[src/rtl/pc_fetch_unit_if.sv]
`default_nettype none
// ============================================================================
//  Module   : pc_fetch_unit_if
//  Brief    : Fetch-stage bus bundle: instruction-memory request/response,
//             downstream instruction handshake, redirect input and status.
//  Revision : 1.0  initial release
// ============================================================================
interface pc_fetch_unit_if #(
  parameter int XLEN   = 32,
  parameter int INSN_W = 32,
  parameter int CNT_W  = 16
);
  logic              imem_req;
  logic [XLEN-1:0]   imem_addr;
  logic              imem_ack;
  logic [INSN_W-1:0] imem_rdata;
  logic              ins_valid;
  logic              ins_ready;
  logic [INSN_W-1:0] ins_out;
  logic [XLEN-1:0]   pc_out;
  logic              redir_valid;
  logic [XLEN-1:0]   redir_target;
  logic              misalign_err;
  logic [CNT_W-1:0]  fetch_cnt;

  // Fetch unit side
  modport master (
    output imem_req, imem_addr, ins_valid, ins_out, pc_out, misalign_err, fetch_cnt,
    input  imem_ack, imem_rdata, ins_ready, redir_valid, redir_target
  );

  // Memory / decode / execute side
  modport slave (
    input  imem_req, imem_addr, ins_valid, ins_out, pc_out, misalign_err, fetch_cnt,
    output imem_ack, imem_rdata, ins_ready, redir_valid, redir_target
  );
endinterface
`default_nettype wire

[src/rtl/pc_fetch_unit.sv]
`default_nettype none
// ============================================================================
//  Module   : pc_fetch_unit
//  Brief    : Fetch-stage sequencer. Holds the PC, requests words from
//             instruction memory, hands them downstream via valid/ready and
//             accepts one-cycle redirects from execute.
//  Revision : 1.0  initial release
// ============================================================================
module pc_fetch_unit #(
  parameter int              XLEN     = 32,
  parameter int              INSN_W   = 32,
  parameter logic [XLEN-1:0] RESET_PC = '0,
  parameter int              CNT_W    = 16
) (
  input  logic            clk,
  input  logic            reset,
  pc_fetch_unit_if.master fetch
);

  localparam logic [1:0] IDLE  = 2'd0;
  localparam logic [1:0] FETCH = 2'd1;
  localparam logic [1:0] HOLD  = 2'd2;

  logic [1:0]        r_state;
  logic [XLEN-1:0]   r_pc;
  logic [INSN_W-1:0] r_ins;
  logic [XLEN-1:0]   r_pc_out;
  logic              r_ins_valid;
  logic              r_misalign;
  logic [CNT_W-1:0]  r_cnt;

  logic              w_handshake;
  logic              w_misaligned;
  logic [XLEN-1:0]   w_target_aligned;

  // HOLD is the only state in which ins_valid is high, so the handshake is
  // simply valid & ready.
  assign w_handshake      = r_ins_valid & fetch.ins_ready;
  assign w_misaligned     = fetch.redir_valid & (fetch.redir_target[1:0] != 2'b00);
  assign w_target_aligned = {fetch.redir_target[XLEN-1:2], 2'b00};

  assign fetch.imem_req     = (r_state == FETCH);
  assign fetch.imem_addr    = r_pc;
  assign fetch.ins_valid    = r_ins_valid;
  assign fetch.ins_out      = r_ins;
  assign fetch.pc_out       = r_pc_out;
  assign fetch.misalign_err = r_misalign;
  assign fetch.fetch_cnt    = r_cnt;

  // Misalignment flag: one-cycle pulse following a redirect with low bits set.
  always_ff @(posedge clk or posedge reset) begin
    if (reset) begin
      r_misalign <= 1'b0;
    end else begin
      r_misalign <= w_misaligned;
    end
  end

  // Completed-handshake counter; a handshake still counts when a redirect
  // arrives in the same HOLD cycle.
  always_ff @(posedge clk or posedge reset) begin
    if (reset) begin
      r_cnt <= '0;
    end else if (w_handshake) begin
      r_cnt <= r_cnt + 1'b1;
    end
  end

  // PC / state sequencing; a redirect overrides every other event.
  always_ff @(posedge clk or posedge reset) begin
    if (reset) begin
      r_state     <= IDLE;
      r_pc        <= RESET_PC;
      r_ins       <= '0;
      r_pc_out    <= '0;
      r_ins_valid <= 1'b0;
    end else if (fetch.redir_valid) begin
      r_pc        <= w_target_aligned;
      r_state     <= FETCH;
      r_ins_valid <= 1'b0;
    end else begin
      case (r_state)
        IDLE: begin
          r_state <= FETCH;
        end
        FETCH: begin
          if (fetch.imem_ack) begin
            r_ins       <= fetch.imem_rdata;
            r_pc_out    <= r_pc;
            r_ins_valid <= 1'b1;
            r_pc        <= r_pc + XLEN'(4);
            r_state     <= HOLD;
          end
        end
        HOLD: begin
          if (fetch.ins_ready) begin
            r_ins_valid <= 1'b0;
            r_state     <= FETCH;
          end
        end
        default: begin
          r_state     <= IDLE;
          r_ins_valid <= 1'b0;
        end
      endcase
    end
  end

endmodule
`default_nettype wire

[src/flat_wrapper.sv]
// flat-port wrapper written by rule: the top's interface ports become plain ports
module pc_fetch_unit_flat 
#(
  parameter int              XLEN     = 32,
  parameter int              INSN_W   = 32,
  parameter logic [XLEN-1:0] RESET_PC = '0,
  parameter int              CNT_W    = 16
)
  (clk, reset, fetch_imem_req, fetch_imem_addr, fetch_ins_valid, fetch_ins_out, fetch_pc_out, fetch_misalign_err, fetch_fetch_cnt, fetch_imem_ack, fetch_imem_rdata, fetch_ins_ready, fetch_redir_valid, fetch_redir_target);
  pc_fetch_unit_if #(.XLEN(XLEN), .INSN_W(INSN_W), .CNT_W(CNT_W)) fetch_i ();
  input  logic clk;
  input  logic reset;
  output wire logic [$bits(fetch_i.imem_req)-1:0] fetch_imem_req;
  output wire logic [$bits(fetch_i.imem_addr)-1:0] fetch_imem_addr;
  output wire logic [$bits(fetch_i.ins_valid)-1:0] fetch_ins_valid;
  output wire logic [$bits(fetch_i.ins_out)-1:0] fetch_ins_out;
  output wire logic [$bits(fetch_i.pc_out)-1:0] fetch_pc_out;
  output wire logic [$bits(fetch_i.misalign_err)-1:0] fetch_misalign_err;
  output wire logic [$bits(fetch_i.fetch_cnt)-1:0] fetch_fetch_cnt;
  input wire logic [$bits(fetch_i.imem_ack)-1:0] fetch_imem_ack;
  input wire logic [$bits(fetch_i.imem_rdata)-1:0] fetch_imem_rdata;
  input wire logic [$bits(fetch_i.ins_ready)-1:0] fetch_ins_ready;
  input wire logic [$bits(fetch_i.redir_valid)-1:0] fetch_redir_valid;
  input wire logic [$bits(fetch_i.redir_target)-1:0] fetch_redir_target;
  assign fetch_imem_req = fetch_i.imem_req;
  assign fetch_imem_addr = fetch_i.imem_addr;
  assign fetch_ins_valid = fetch_i.ins_valid;
  assign fetch_ins_out = fetch_i.ins_out;
  assign fetch_pc_out = fetch_i.pc_out;
  assign fetch_misalign_err = fetch_i.misalign_err;
  assign fetch_fetch_cnt = fetch_i.fetch_cnt;
  assign fetch_i.imem_ack = fetch_imem_ack;
  assign fetch_i.imem_rdata = fetch_imem_rdata;
  assign fetch_i.ins_ready = fetch_ins_ready;
  assign fetch_i.redir_valid = fetch_redir_valid;
  assign fetch_i.redir_target = fetch_redir_target;
  pc_fetch_unit #(.XLEN(XLEN), .INSN_W(INSN_W), .RESET_PC(RESET_PC), .CNT_W(CNT_W)) u_core (.clk(clk), .reset(reset), .fetch(fetch_i));
endmodule
[config.mk]
export PLATFORM = sky130hd
export DESIGN_NAME = pc_fetch_unit_flat
export DESIGN_NICKNAME = d
export VERILOG_FILES = /design/src/rtl/pc_fetch_unit_if.sv /design/src/rtl/pc_fetch_unit.sv /design/src/flat_wrapper.sv
export SDC_FILE = /design/constraint.sdc
export NUM_CORES = 1
export LEC_CHECK = 0
export CAP_MARGIN = 5
export CORE_MARGIN = 10
export CORE_UTILIZATION = 45
export CTS_BUF_LIST = sky130_fd_sc_hd__clkbuf_8 sky130_fd_sc_hd__clkbuf_16
export CTS_CLUSTER_DIAMETER = 80
export CTS_CLUSTER_SIZE = 40
export DETAILED_ROUTE_END_ITERATION = 8
export HOLD_SLACK_MARGIN = 0.05
export PLACE_DENSITY = 0.87
export SYNTH_ARGS = -nofsm -noshare
export SYNTH_HDL_FRONTEND = slang
export SYNTH_SLANG_ARGS = --single-unit
[constraint.sdc]
create_clock -name clk -period 10.06 [get_ports clk]
set_input_delay 1.006 -clock clk [delete_from_list [all_inputs] [get_ports clk]]
set_output_delay 1.006 -clock clk [all_outputs]
set_load 0.03 [all_outputs]
==> impl_results.md <==
* Worst clock skew at 0.00832 ns
* Boundary Pins at 184
* Number of nets still failing antenna checks after routing at 0
* Met3 wirelength from detailed routing at 1040 um
* Final count of hold timing violations at 0
* Cell at the slowest stage of the critical path: or4_1
* Initial Utilization at 45.8%
* Total net switching power at 0.000492 W
* Worst path buffer plus inverter count at 1
* Core region area at 10800 sq um
* Worst Max-Slew Pin Slew at 1.12 ns
* Setup Viol. Count Final at 0
* Worst path top cell family by delay: simple AND/OR/NAND/NOR gates
* Global-route wire length before repair at 22400 um
* Reg-to-reg critical path endpoint: u_core.fetch.imem_addr[21]
* Total Power Consumption at 0.00138 W
* Clock root buffer: clkbuf_8
* Origin of the critical flop-to-flop path: u_core.fetch.imem_addr[13]
* Reg clk slew, reported paths at 0.10 ns
* Proportion of layout cells with a drive suffix above 1 at 14.9%
* Leakage power figure at 2.85 nW
* Most used cells in the layout excluding fill and tap cells: 179 x clkdlybuf4s50_1, 112 x dfrtp_1, 64 x mux2_2, 28 x nor2_1, 27 x nand2_1
* Critical Path Max Stage Delay at 0.65 ns
* Gate Count Post-Synth at 413
* Worst setup path startpoint: fetch_imem_ack
* Share of synthesized area occupied by flip-flops and latches at 56.7%
* Final design utilization at 65.2%
* Post-Route Setup TNS at 0 ns
* Overall die area at 15600 sq um
* Most common cell after layout, fill and taps aside: clkdlybuf4s50_1
* Highest net fanout along the worst path at 14
* Non-Filler Instances at 731
* Maximum number of pins on one net before global-route repair at 66
* Fraction of power consumed by sequential logic at 43.5%
* Cell depth of the worst setup path at 5
* Part of the total power dissipated in combinational logic at 37.2%
* Clk Latency, worst-skew pair at 0.37 ns
* Routed len/inst at 19.0 um
* Flops & latches, synth at 112
* Horizontal die dimension at 125 um
* Post-synthesis to final-layout area growth at 42.3%
* Power density relative to cell area at 196 nW/um^2
* Clock share of power at 19.4%
* Synthesized area at 4950 sq um
* Total number of yosys warnings at 0
* Sum of net half-perimeters after detailed placement at 10400 um
* Portion of synthesized cell area occupied by the leading cell type at 56.7%
* Initial DRC Count at 244
* 1st-pass router iterations at 4
* Post-Route WL at 13900 um
* Std-Cell Rows at 38
* Run status: finished, final reports clean
* Number of nets in the final layout at 657
* Max Root-Sink Buffers at 2
* Gates resized, CTS repair at 0
* Number of cells after detailed placement at 715
* Count of H-tree levels built during CTS at 3
* Total grt overflow at 0
* Worst min-delay path category: flop to flop
* Setup WS post-layout at 7.27 ns
* Kind of end point of the critical path: flop
* Depth of the worst register-to-register path at 4
* Final period util at 27.8%
* Number of post-CTS setup repair buffers at 0
* Number of buffers added to fix hold violations after cts at 0
* Met2 layer wire length in the routed design at 7190 um
* Maximum operating frequency at 358 MHz
* Via density per instance at 5.31
* Number of antenna violations at the first check in global routing at 0
* Worst hold path depth at 1
* Post-detailed-route DRC marker count at 0
* Capture endpoint of the worst hold path: u_core.fetch.fetch_cnt[15]
* Reported max-cap violation count at 0
* Number of vias in the routed layout at 3885
* Data required time of the worst path at 10.35 ns
* Worst slew slack as a fraction of its limit at 25.4%
* Number of sinks on the clock net at 112
* Critical Path AT at 3.08 ns
* Max Transition Viols Final at 0
* Worst IR Drop VDD at 186 uV
* Crit path launch type: input port
* Setup slack on the worst flop-to-flop path at 7.65 ns
* Leading post-synthesis cells by cell area: dfrtp_1 57%, mux2_2 15%, xor2_1 2.3%
* Die boundary height at 125 um
* Setup repair after global routing missed its margin: no
* Critical hold path startpoint: u_core.fetch.fetch_cnt[15]
* Worst-case setup slack after placement at 6.92 ns
* Via count of the first global-routing pass at 4083
* Total global routing track utilization at 17.4%
* Number of diodes at 0
* Number of I/O port buffers at 179
* GPL Wtd Cong at 0.776
* Sum of routed wire segments on met1 at 5510 um
* Category of the critical setup timing path: input port to flop
* TritonCTS buffer count at 9
* Top metal layer carrying routed signals: met4
* Switching Share at 35.6%
* Clock tree from TritonCTS: done
* Min Tclk post-route at 2.79 ns
* Int Power at 0.000888 W
* Biggest area consumer among synthesized cells: dfrtp_1
* Sequence of cells on the critical path: clkdlybuf4s50_1 > and4_1 > nand4_1 > or4_1 > a31oi_1
* Distinct cell type count after synthesis at 35
* Mean instance size in the synthesized netlist at 12.0 sq um
worst max-delay path by stage:
stage                                  to  slack, ns
4_1_cts                    fetch_imem_req       7.26
3_5_place_dp   u_core.fetch.imem_addr[29]       6.92
3_3_place_gp   u_core.fetch.imem_addr[31]       6.96
2_1_floorplan   u_core.fetch.fetch_cnt[0]       6.09
5_1_grt        u_core.fetch.imem_addr[29]       7.15
6_report       u_core.fetch.imem_addr[29]       7.27
area by class of cell:
type	count	area, sq um
Fill cell	859	3750
Multi-Input combinational cell	275	2020
Sequential cell	112	2800
Clock inverter	6	60.1
Timing Repair Buffer	182	1810
Tap cell	140	175
Clock buffer	10	138
Inverter	6	25.0
Yosys cell counts (all sizes together):
| cell | instances |
|---|---|
| a21oi | 3 |
| buf | 15 |
| or2 | 1 |
| a31oi | 18 |
| o31a | 2 |
| nor4 | 4 |
| nand3 | 16 |
| and2 | 2 |
| nor2b | 1 |
| and3 | 4 |
| xnor2 | 12 |
| nand3b | 1 |
| ha | 2 |
| mux2i | 1 |
| dfrtp | 112 |
| xor2 | 13 |
| a22o | 1 |
| mux2 | 64 |
| or4 | 13 |
| and4 | 7 |
| nand2 | 27 |
| nand2b | 2 |
| and4b | 2 |
| nor2 | 29 |
| o21ai | 15 |
| clkbuf | 8 |
| inv | 6 |
| conb | 1 |
| or3 | 6 |
| nand4 | 11 |
| o31ai | 13 |
| nor3 | 1 |
stage by stage:
step | cell area [sq um] | hold slack [ns]
floorplan | 4960 | 0.566
global placement | 6840 | 0.459
detailed placement | 6840 | 0.467
CTS | 7040 | 0.481
global route | 7040 | 0.499
finish | 7040 | 0.478
worst register-to-register path, stage by stage (launching register included):
cell and delay [ns]:
dfrtp_1 0.52, and4_1 0.31, nand4_1 0.59, or4_1 0.72, a31oi_1 0.19
state kept, by name, indices dropped and copies added, names as in the netlist:
signal                     flops
u_core.fetch.pc_out           30
u_core.fetch.fetch_cnt        16
u_core.fetch.imem_addr        30
u_core.r_state                 2
u_core.fetch.ins_valid         1
u_core.fetch.ins_out          32
u_core.fetch.misalign_err      1
layer usage:
metal	up-vias	track usage, %
met5	-	0
met4	0	4.74
met3	15	5.45
met2	133	30.3
met1	1904	20.1
li1	1833	-
power groups by stage:
stage / clock network, W / logic [W] / registers [W]
global placement: 0 / 0.000509 / 0.000601
finish: 0.000267 / 0.000513 / 0.000599
CTS: 0.000276 / 0.000521 / 0.000600
detailed placement: 0 / 0.000519 / 0.000609
global route: 0.000292 / 0.000542 / 0.000612
floorplan: 0 / 0.000117 / 0.000764
cells by family (layout without fill, tap and decap cells):
logic type                 count (synthesis)  count (layout)  synth area share (%)
muxes                                     65              65                  14.8
and+or+nand+nor                          127             127                  14.2
AOI/OAI and AO/OA                         52              52                  6.60
adders and majority gates                  2               2                 0.506
DFF                                      112             112                  56.7
xor gates and xnor gates                  25              25                  4.43
buffers and inverters                     29             204                  2.81
other                                      1               4                0.0758
No activity file was read; power rests on OpenSTA's default activity.
